[src/rtl/rr_seq_pkg.sv]
`default_nettype none
// ============================================================================
//  Module      : rr_seq_pkg
//  Description : Shared constants and FSM state type for the round-robin
//                channel sequencer and its priority picker.
//  Revision    : 1.0 - initial release
// ============================================================================
package rr_seq_pkg;

    localparam int NUM_CH = 16;
    localparam int IDX_W  = 4;

    typedef enum logic [1:0] {
        IDLE  = 2'd0,
        GRANT = 2'd1,
        GAP   = 2'd2
    } seq_state_t;

endpackage
`default_nettype wire

[src/rtl/rr_priority_pick.sv]
`default_nettype none
// ============================================================================
//  Module      : rr_priority_pick
//  Description : Combinational wrap-around priority picker. Returns the first
//                set request bit at or above ptr, wrapping past the top
//                channel back to channel 0.
//  Revision    : 1.0 - initial release
// ============================================================================
module rr_priority_pick
    import rr_seq_pkg::*;
(
    input  logic [NUM_CH-1:0] req,
    input  logic [IDX_W-1:0]  ptr,
    output logic [IDX_W-1:0]  idx,
    output logic              found
);

    logic [2*NUM_CH-1:0] w_dbl;
    logic [NUM_CH-1:0]   w_rot;
    logic [IDX_W-1:0]    w_off;

    // Rotate so that channel ptr lands at bit 0; the doubled vector supplies
    // the wrapped-around upper channels.
    assign w_dbl = {req, req} >> ptr;
    assign w_rot = w_dbl[NUM_CH-1:0];

    // Priority-encode the lowest set bit of the rotated vector.
    always_comb begin
        w_off = '0;
        for (int i = NUM_CH - 1; i >= 0; i--) begin
            if (w_rot[i]) begin
                w_off = IDX_W'(i);
            end
        end
    end

    // Un-rotate: the modulo-NUM_CH add wraps naturally in IDX_W bits.
    assign idx   = w_off + ptr;
    assign found = |req;

endmodule
`default_nettype wire

[src/rtl/rr_channel_sequencer.sv]
`default_nettype none
// ============================================================================
//  Module      : rr_channel_sequencer
//  Description : Round-robin sequencer feeding a 4-to-16 one-hot decoder.
//                Grants one requesting channel for a programmable number of
//                cycles, then inserts a dead cycle so decoder selects never
//                overlap between consecutive grants. All outputs registered.
//  Revision    : 1.0 - initial release
// ============================================================================
module rr_channel_sequencer
    import rr_seq_pkg::*;
#(
    parameter int HOLD_W = 8
) (
    input  logic              clk,
    input  logic              reset,
    input  logic [NUM_CH-1:0] req_in,
    input  logic [HOLD_W-1:0] hold_cycles,
    input  logic              release_in,
    output logic [IDX_W-1:0]  binary_out,
    output logic              enable_out,
    output logic              grant_start,
    output logic              busy
);

    seq_state_t        r_state;
    seq_state_t        w_state_nxt;

    logic [IDX_W-1:0]  r_last_idx;
    logic [IDX_W-1:0]  r_binary;
    logic              r_enable;
    logic              r_grant_start;
    logic              r_busy;
    logic [HOLD_W-1:0] r_hold_len;
    logic [HOLD_W-1:0] r_hold_cnt;

    logic [IDX_W-1:0]  w_last_nxt;
    logic [IDX_W-1:0]  w_binary_nxt;
    logic              w_enable_nxt;
    logic              w_grant_start_nxt;
    logic              w_busy_nxt;
    logic [HOLD_W-1:0] w_hold_len_nxt;
    logic [HOLD_W-1:0] w_hold_cnt_nxt;

    logic [IDX_W-1:0]  w_ptr;
    logic [IDX_W-1:0]  w_pick;
    logic              w_found;
    logic [HOLD_W-1:0] w_hold_eff;
    logic              w_grant_done;

    // Search starts one past the last granted channel; wraps 15 -> 0.
    assign w_ptr = r_last_idx + IDX_W'(1);

    rr_priority_pick u_pick (
        .req   (req_in),
        .ptr   (w_ptr),
        .idx   (w_pick),
        .found (w_found)
    );

    // A zero hold request still yields a one-cycle grant.
    assign w_hold_eff = (hold_cycles == '0) ? HOLD_W'(1) : hold_cycles;

    // Grant ends on the last counted cycle or on an early release; both
    // together still produce a single exit. hold_len is never 0 here.
    assign w_grant_done = (r_hold_cnt == (r_hold_len - HOLD_W'(1))) || release_in;

    // State and output registers; reset clears everything at the edge.
    always_ff @(posedge clk) begin
        if (reset) begin
            r_state       <= IDLE;
            r_last_idx    <= IDX_W'(NUM_CH - 1);
            r_binary      <= '0;
            r_enable      <= 1'b0;
            r_grant_start <= 1'b0;
            r_busy        <= 1'b0;
            r_hold_len    <= '0;
            r_hold_cnt    <= '0;
        end else begin
            r_state       <= w_state_nxt;
            r_last_idx    <= w_last_nxt;
            r_binary      <= w_binary_nxt;
            r_enable      <= w_enable_nxt;
            r_grant_start <= w_grant_start_nxt;
            r_busy        <= w_busy_nxt;
            r_hold_len    <= w_hold_len_nxt;
            r_hold_cnt    <= w_hold_cnt_nxt;
        end
    end

    // Next-state decode: IDLE -> GRANT on any request, GRANT -> GAP on
    // completion, GAP always lasts exactly one cycle.
    always_comb begin
        w_state_nxt = r_state;
        case (r_state)
            IDLE:    if (w_found)      w_state_nxt = GRANT;
            GRANT:   if (w_grant_done) w_state_nxt = GAP;
            GAP:                       w_state_nxt = IDLE;
            default:                   w_state_nxt = IDLE;
        endcase
    end

    // Next values of the registered outputs and grant bookkeeping.
    always_comb begin
        w_last_nxt        = r_last_idx;
        w_binary_nxt      = r_binary;
        w_hold_len_nxt    = r_hold_len;
        w_hold_cnt_nxt    = r_hold_cnt;
        w_grant_start_nxt = 1'b0;
        w_enable_nxt      = (w_state_nxt == GRANT);
        w_busy_nxt        = (w_state_nxt != IDLE);
        case (r_state)
            IDLE: begin
                if (w_found) begin
                    w_binary_nxt      = w_pick;
                    w_last_nxt        = w_pick;
                    w_hold_len_nxt    = w_hold_eff;
                    w_hold_cnt_nxt    = '0;
                    w_grant_start_nxt = 1'b1;
                end
            end
            GRANT: begin
                // Peaks at hold_len (<= 255), so the counter never wraps.
                w_hold_cnt_nxt = r_hold_cnt + HOLD_W'(1);
            end
            default: begin
            end
        endcase
    end

    assign binary_out  = r_binary;
    assign enable_out  = r_enable;
    assign grant_start = r_grant_start;
    assign busy        = r_busy;

endmodule
`default_nettype wire

[config.mk]
export PLATFORM = sky130hd
export DESIGN_NAME = rr_channel_sequencer
export DESIGN_NICKNAME = d
export VERILOG_FILES = /design/src/rtl/rr_seq_pkg.sv /design/src/rtl/rr_priority_pick.sv /design/src/rtl/rr_channel_sequencer.sv
export SDC_FILE = /design/constraint.sdc
export NUM_CORES = 1
export LEC_CHECK = 0
export CAP_MARGIN = 30
export CORE_AREA = 5 5 105 97
export CTS_BUF_LIST = sky130_fd_sc_hd__clkbuf_4
export CTS_CLUSTER_DIAMETER = 150
export CTS_CLUSTER_SIZE = 40
export DETAILED_ROUTE_END_ITERATION = 7
export DIE_AREA = 0 0 110 102
export PLACE_DENSITY = 0.55
export SLEW_MARGIN = 40
export SYNTH_ARGS = -nofsm -noshare
export SYNTH_HDL_FRONTEND = slang
export SYNTH_SLANG_ARGS = --single-unit
[constraint.sdc]
create_clock -name clk -period 5.4 [get_ports clk]
set_clock_uncertainty 0.1 [all_clocks]
set_input_delay 1.08 -clock clk [delete_from_list [all_inputs] [get_ports clk]]
set_output_delay 1.08 -clock clk [all_outputs]
set_load 0.005 [all_outputs]
======== Word-level counts from Yosys, hierarchy flattened ========
Index checks and enable logic that the tools add are counted.
word-level totals
  register bits ........................... 29
  bits of input ports ..................... 27
  output and inout port bits .............. 7
  word-level logic and storage cells ...... 50
operators by class
  $add $sub $neg .......................... 4
  equality and inequality tests ........... 4
  shift operators ......................... 1
  multiplexer cells ....................... 23
  bitwise operators ....................... 1
  reductions and logical operators ........ 9
operator list
  operator             count
  $mux 4               16
  $shr 32x4->16        1
  $mux 8               2
  $pmux 8 s2           1
  $reduce_or 16->1     1
  $add 8x1->8 const B  1
  $eq 8x8->1           1
  $logic_not 8->1      1
  $sub 8x1->8 const B  1
  $add 4x1->4 const B  1
  $add 4x4->4          1
  $eq 2x1->1 const B   2
  $mux 2               2
  $pmux 2 s2           1
  $reduce_and 2->1     2
  $reduce_bool 2->1    2
  $logic_not 2->1      1
  $ne 2x1->1 const B   1
  $reduce_or 2->1      1
  $logic_or 1x1->1     1
  $mux 1               1
  $not 1->1            1

======== Logic depth before layout (Yosys ltp) ========
  depth after elaboration ................. 19
  gate-level depth with buffers ........... 16
  depth with buffers taken out ............ 15

======== Cells and area by module ========
Synthesis repeated with hierarchy kept, for this count alone.
second synthesis, totals
  cells, all modules ...................... 274
  area, all modules ....................... 2,600.0 sq um
by module, submodules not included
  module                times used  cells each  area each (sq um)  seq. area each (sq um)
  rr_channel_sequencer  1           175         1,418.9            580.6
  rr_priority_pick      1           99          1,181.1            0.0

======== Worst setup path after synthesis ========
Ideal clock, no wire load.
  kind .................................... input port to flip-flop
  from .................................... in req_in[6]
  to ...................................... reg r_binary[3], in the netlist binary_out[3]
  setup time .............................. 0.120 ns
  arrival time ............................ 3.855 ns
  required time ........................... 5.180 ns
  setup slack ............................. 1.325 ns
  cell stages on the path ................. 12
  buffers on the path ..................... 0
  cell sequence ........................... mux4_1 mux4_2 nor2_1 nor3_1 o311ai_1 a41oi_1 ha_1 a21o_1 a21oi_1 xnor2_1 nor3_1 a211o_1
on the way
  word-level cells in the longest chain between the ends .. 18
ends and longest elaborated chain
  item                  RTL line                    text
  start, declared       rr_channel_sequencer.sv:17  input logic [NUM_CH-1:0] req_in,
  $shr 32x4->16         rr_priority_pick.sv:24      assign w_dbl = {req, req} >> ptr;
  $mux 4 (16 in a row)  rr_priority_pick.sv:31      if (w_rot[i]) begin
  $add 4x4->4           rr_priority_pick.sv:38      assign idx = w_off + ptr;
  end signal, assigned  rr_channel_sequencer.sv:82  r_binary <= w_binary_nxt;
  end, declared         rr_channel_sequencer.sv:30  logic [IDX_W-1:0] r_binary;
Several ways; a longest one is shown, not always the timed one.
A chain may end at the register's enable or synchronous reset.

======== Worst setup path in the final report ========
  from .................................... reg r_last_idx[1]
  to ...................................... reg r_binary[3], in the netlist binary_out[3]
on the way
  word-level cells in the longest chain between the ends .. 19
ends and longest elaborated chain
  item                    RTL line                    text
  start, declared         rr_channel_sequencer.sv:29  logic [IDX_W-1:0] r_last_idx;
  start signal, assigned  rr_channel_sequencer.sv:72  r_last_idx <= IDX_W'(NUM_CH - 1);
  start signal, assigned  rr_channel_sequencer.sv:81  r_last_idx <= w_last_nxt;
  $add 4x1->4 (*)         rr_channel_sequencer.sv:52  assign w_ptr = r_last_idx + IDX_W'(1);
  $shr 32x4->16           rr_priority_pick.sv:24
  $mux 4 (16 in a row)    rr_priority_pick.sv:31
  $add 4x4->4 (*)         rr_priority_pick.sv:38
Every way passes the cells marked *; elsewhere a longest branch is shown, timed or not.

==> metrics.cfg <==
[outcome]
status = finished clean

[drt]
dr.first_iter.drc_count = 185
wire_per_inst_um = 14.4
num_vias = 2198
drtPass1Iterations = 4
drt-total-wl_um = 6150
antenna_left = 0
remaining_drc_errors = 0
vias_per_cell = 5.14

[logic_synthesis]
synth_area_leaders = dfxtp_1 (22%), mux4_2 (14%), mux4_1 (6.1%)
synth_top_cell_by_area = dfxtp_1
yosysSeqAreaShare_pct = 22.4
syn_nets = 308
ys_async_sr_fraction_pct = 0
yosys_warnings = 0
ys_top_cells_by_count = dfxtp_1 (29), nor2_1 (29), nand2_1 (27)
synth.distinct_cells = 54
syn_avg_cell_area_um2 = 9.47
synth_top_area_share_pct = 22.4
syn_inst = 274
synth-seq-cells = 29
synth_edf_count = 0
synth_flop_cell = dfxtp_1
syn_area_um2 = 2590

[critical_path]
worstSetupPathType = reg2reg
worst_ep_required_time_ns = 5.51
worstPathMaxFanout = 19
worstSetupStartpointType = flip-flop
worstPathArrival_ns = 4.78
crit_start = r_last_idx[1]
end_kind = flip-flop
critical_path.cell_chain = ha_1 > mux4_1 > mux4_2 > nor2_1 > nor3_1 > o311ai_1 > a41oi_1 > ha_1 > a21o_1 > a21oi_1 > xnor2_1 > nor3_1 > a211o_1
cp_slowest_stage_delay_ns = 0.82
slowest_stage = ha_1
regToRegStartpoint = r_last_idx[1]

[power_and_ir_drop]
p_clk_share_pct = 6.5
p_int_mw = 1.09
netSwitchingFraction_pct = 45.7
power.density_nw_per_um2 = 650
p_sw_mw = 0.920
pwr-share-seq_pct = 13.5
vdd_drop_max_mv = 0.188
leakage_nw = 1.18
pwr-share-comb_pct = 80.0

[timing]
hold_violations = 0
maxClockFrequency_mhz = 214
setup_tns_ns = 0
finalMaxSlewViolations = 0
min_period_ns = 4.67
period_share_pct = 86.5
finalSetupViolCount = 0
tightest_slew_ns = 0.801
max-slew-margin-rel_pct = 46.6
rsz0062_at_grt = false

[grt]
grt_max_degree = 30
track_usage_pct = 11.8
grt_pass1_vias = 2148
antenna_found_initial = 0
grt_pass1_wl_um = 10700
globalRouteOverflowTotal = 0

[cts]
cts_buffers = 5
cts_buffer_depth = 2
post_cts_resized = 0
tritoncts = built
path_clk_slew_ns = 0.10
cts_setup_buffers = 0
cts_sinks = 29
htree_levels = 2
clk-insertion-delay-late_ns = 0.33
ctsRootBufferMaster = clkbuf_4
postCtsHoldBufs = 0

[layout]
layout-drive-gt1-share_pct = 16.3
nets = 339
syn2layout_area_growth_pct = 19.4
final_core_util_pct = 34.6
antenna_cells = 0

[floorplanning]
rows = 33
core_um2 = 8960
die_w_um = 110
start_util_pct = 28.9
ios = 34
die_area_um2 = 11200
die_h_um = 102

[placed_design]
io_buffers = 33
gp_congestion = 0.820
place_hpwl_um = 4780

[hold_path]
hold_path.class = reg2reg
hp-start = binary_out[0]

[run]
maxCapViolations = 0

layout by cell type, fill, tap and decap left out, types with 3 or more instances in the layout:
master	instances
mux4_2	16
xnor2_1	8
o21ai_0	8
buf_4	5
nor4_1	5
xor2_1	4
inv_1	11
ha_1	6
nand3_1	7
nor3_1	4
nor2b_1	3
and3_1	4
mux2_2	8
a211o_1	3
clkbuf_4	6
mux4_1	6
a21oi_1	18
mux2_1	8
clkdlybuf4s50_1	32
nand2_1	27
dfxtp_1	29
a22oi_1	3
nor2_1	28
mux2i_1	10
nand2b_1	4
a41o_1	3
critical path, delay by kind of cell, from the launching register on:
kind                       cells  cell delay (ns)
xor gates and xnor gates       1             0.19
adders and majority gates      2             1.14
muxes                          2             1.28
AOI/OAI and AO/OA              5             1.25
DFF                            1             0.35
and+or+nand+nor                3             0.27
state kept, by name, summed over array words and instances, names as in the netlist:
signal       count
r_hold_cnt       8
r_hold_len       8
binary_out       4
r_last_idx       4
r_state          2
busy             1
enable_out       1
grant_start      1
logic make-up (layout without fill, tap and decap cells):
logic type	after synthesis	after routing	share of synthesized area [%]
flops	29	29	22.4
fa+ha+maj	7	7	3.67
mux	50	50	31.9
compound gates	53	53	14.3
buf+inv	26	58	4.39
simple gates	95	95	18.0
xor+xnor	14	14	5.31
power groups by stage:
| stage | clock [mW] | combinational, mW | sequential, mW |
|---|---|---|---|
| 2_1_floorplan | 0 | 1.31 | 0.273 |
| 5_1_grt | 0.147 | 1.78 | 0.275 |
| 3_5_place_dp | 0 | 1.60 | 0.276 |
| 4_1_cts | 0.136 | 1.61 | 0.271 |
| 6_report | 0.131 | 1.61 | 0.271 |
| 3_3_place_gp | 0 | 1.59 | 0.275 |
cell type report:
cell class                 count  area (um2)
inverter                      12        45.0
clock inverter                 2        10.0
tap                          122         153
multi-input combinational    219        1900
clock buffer                   6        45.0
sequential                    29         581
fill                         920        5860
timing repair buffer          38         363
worst paths after layout:
| path | endpoint | slack (ns) | cells after the start |
|---|---|---|---|
| setup / recovery | binary_out[3] | 0.73 | 13 |
| hold / removal | binary_out[0] | 0.36 | 2 |
| setup reg to reg | binary_out[3] | 0.73 | 13 |
| hold reg to reg | binary_out[0] | 0.36 | 2 |
metrics by stage:
step | total power, mW | hold WS [ns] | worst slack (ns) | cell area, um2 | cells
final | 2.01 | 0.363 | 0.731 | 3100 | 428
after floorplan | 1.58 | 0.348 | 1.33 | 2590 | 274
after detailed placement | 1.87 | 0.350 | 0.501 | 3040 | 420
after CTS | 2.02 | 0.367 | 0.779 | 3100 | 428
after global routing | 2.20 | 0.404 | 0.449 | 3100 | 428
after global placement | 1.87 | 0.346 | 0.600 | 3050 | 420
routing by layer:
metal / wire length [um] / share of wire (%) / track usage, % / up-vias
met3: 94 / 1.5 / 1.83 / 9
met1: 3040 / 49 / 16.5 / 1074
li1: - / - / - / 1092
met4: 84 / 1.4 / 2.68 / 0
met2: 2930 / 48 / 19.2 / 23
met5: 0 / 0 / 0 / -
Power figures use the tool's default switching activity.
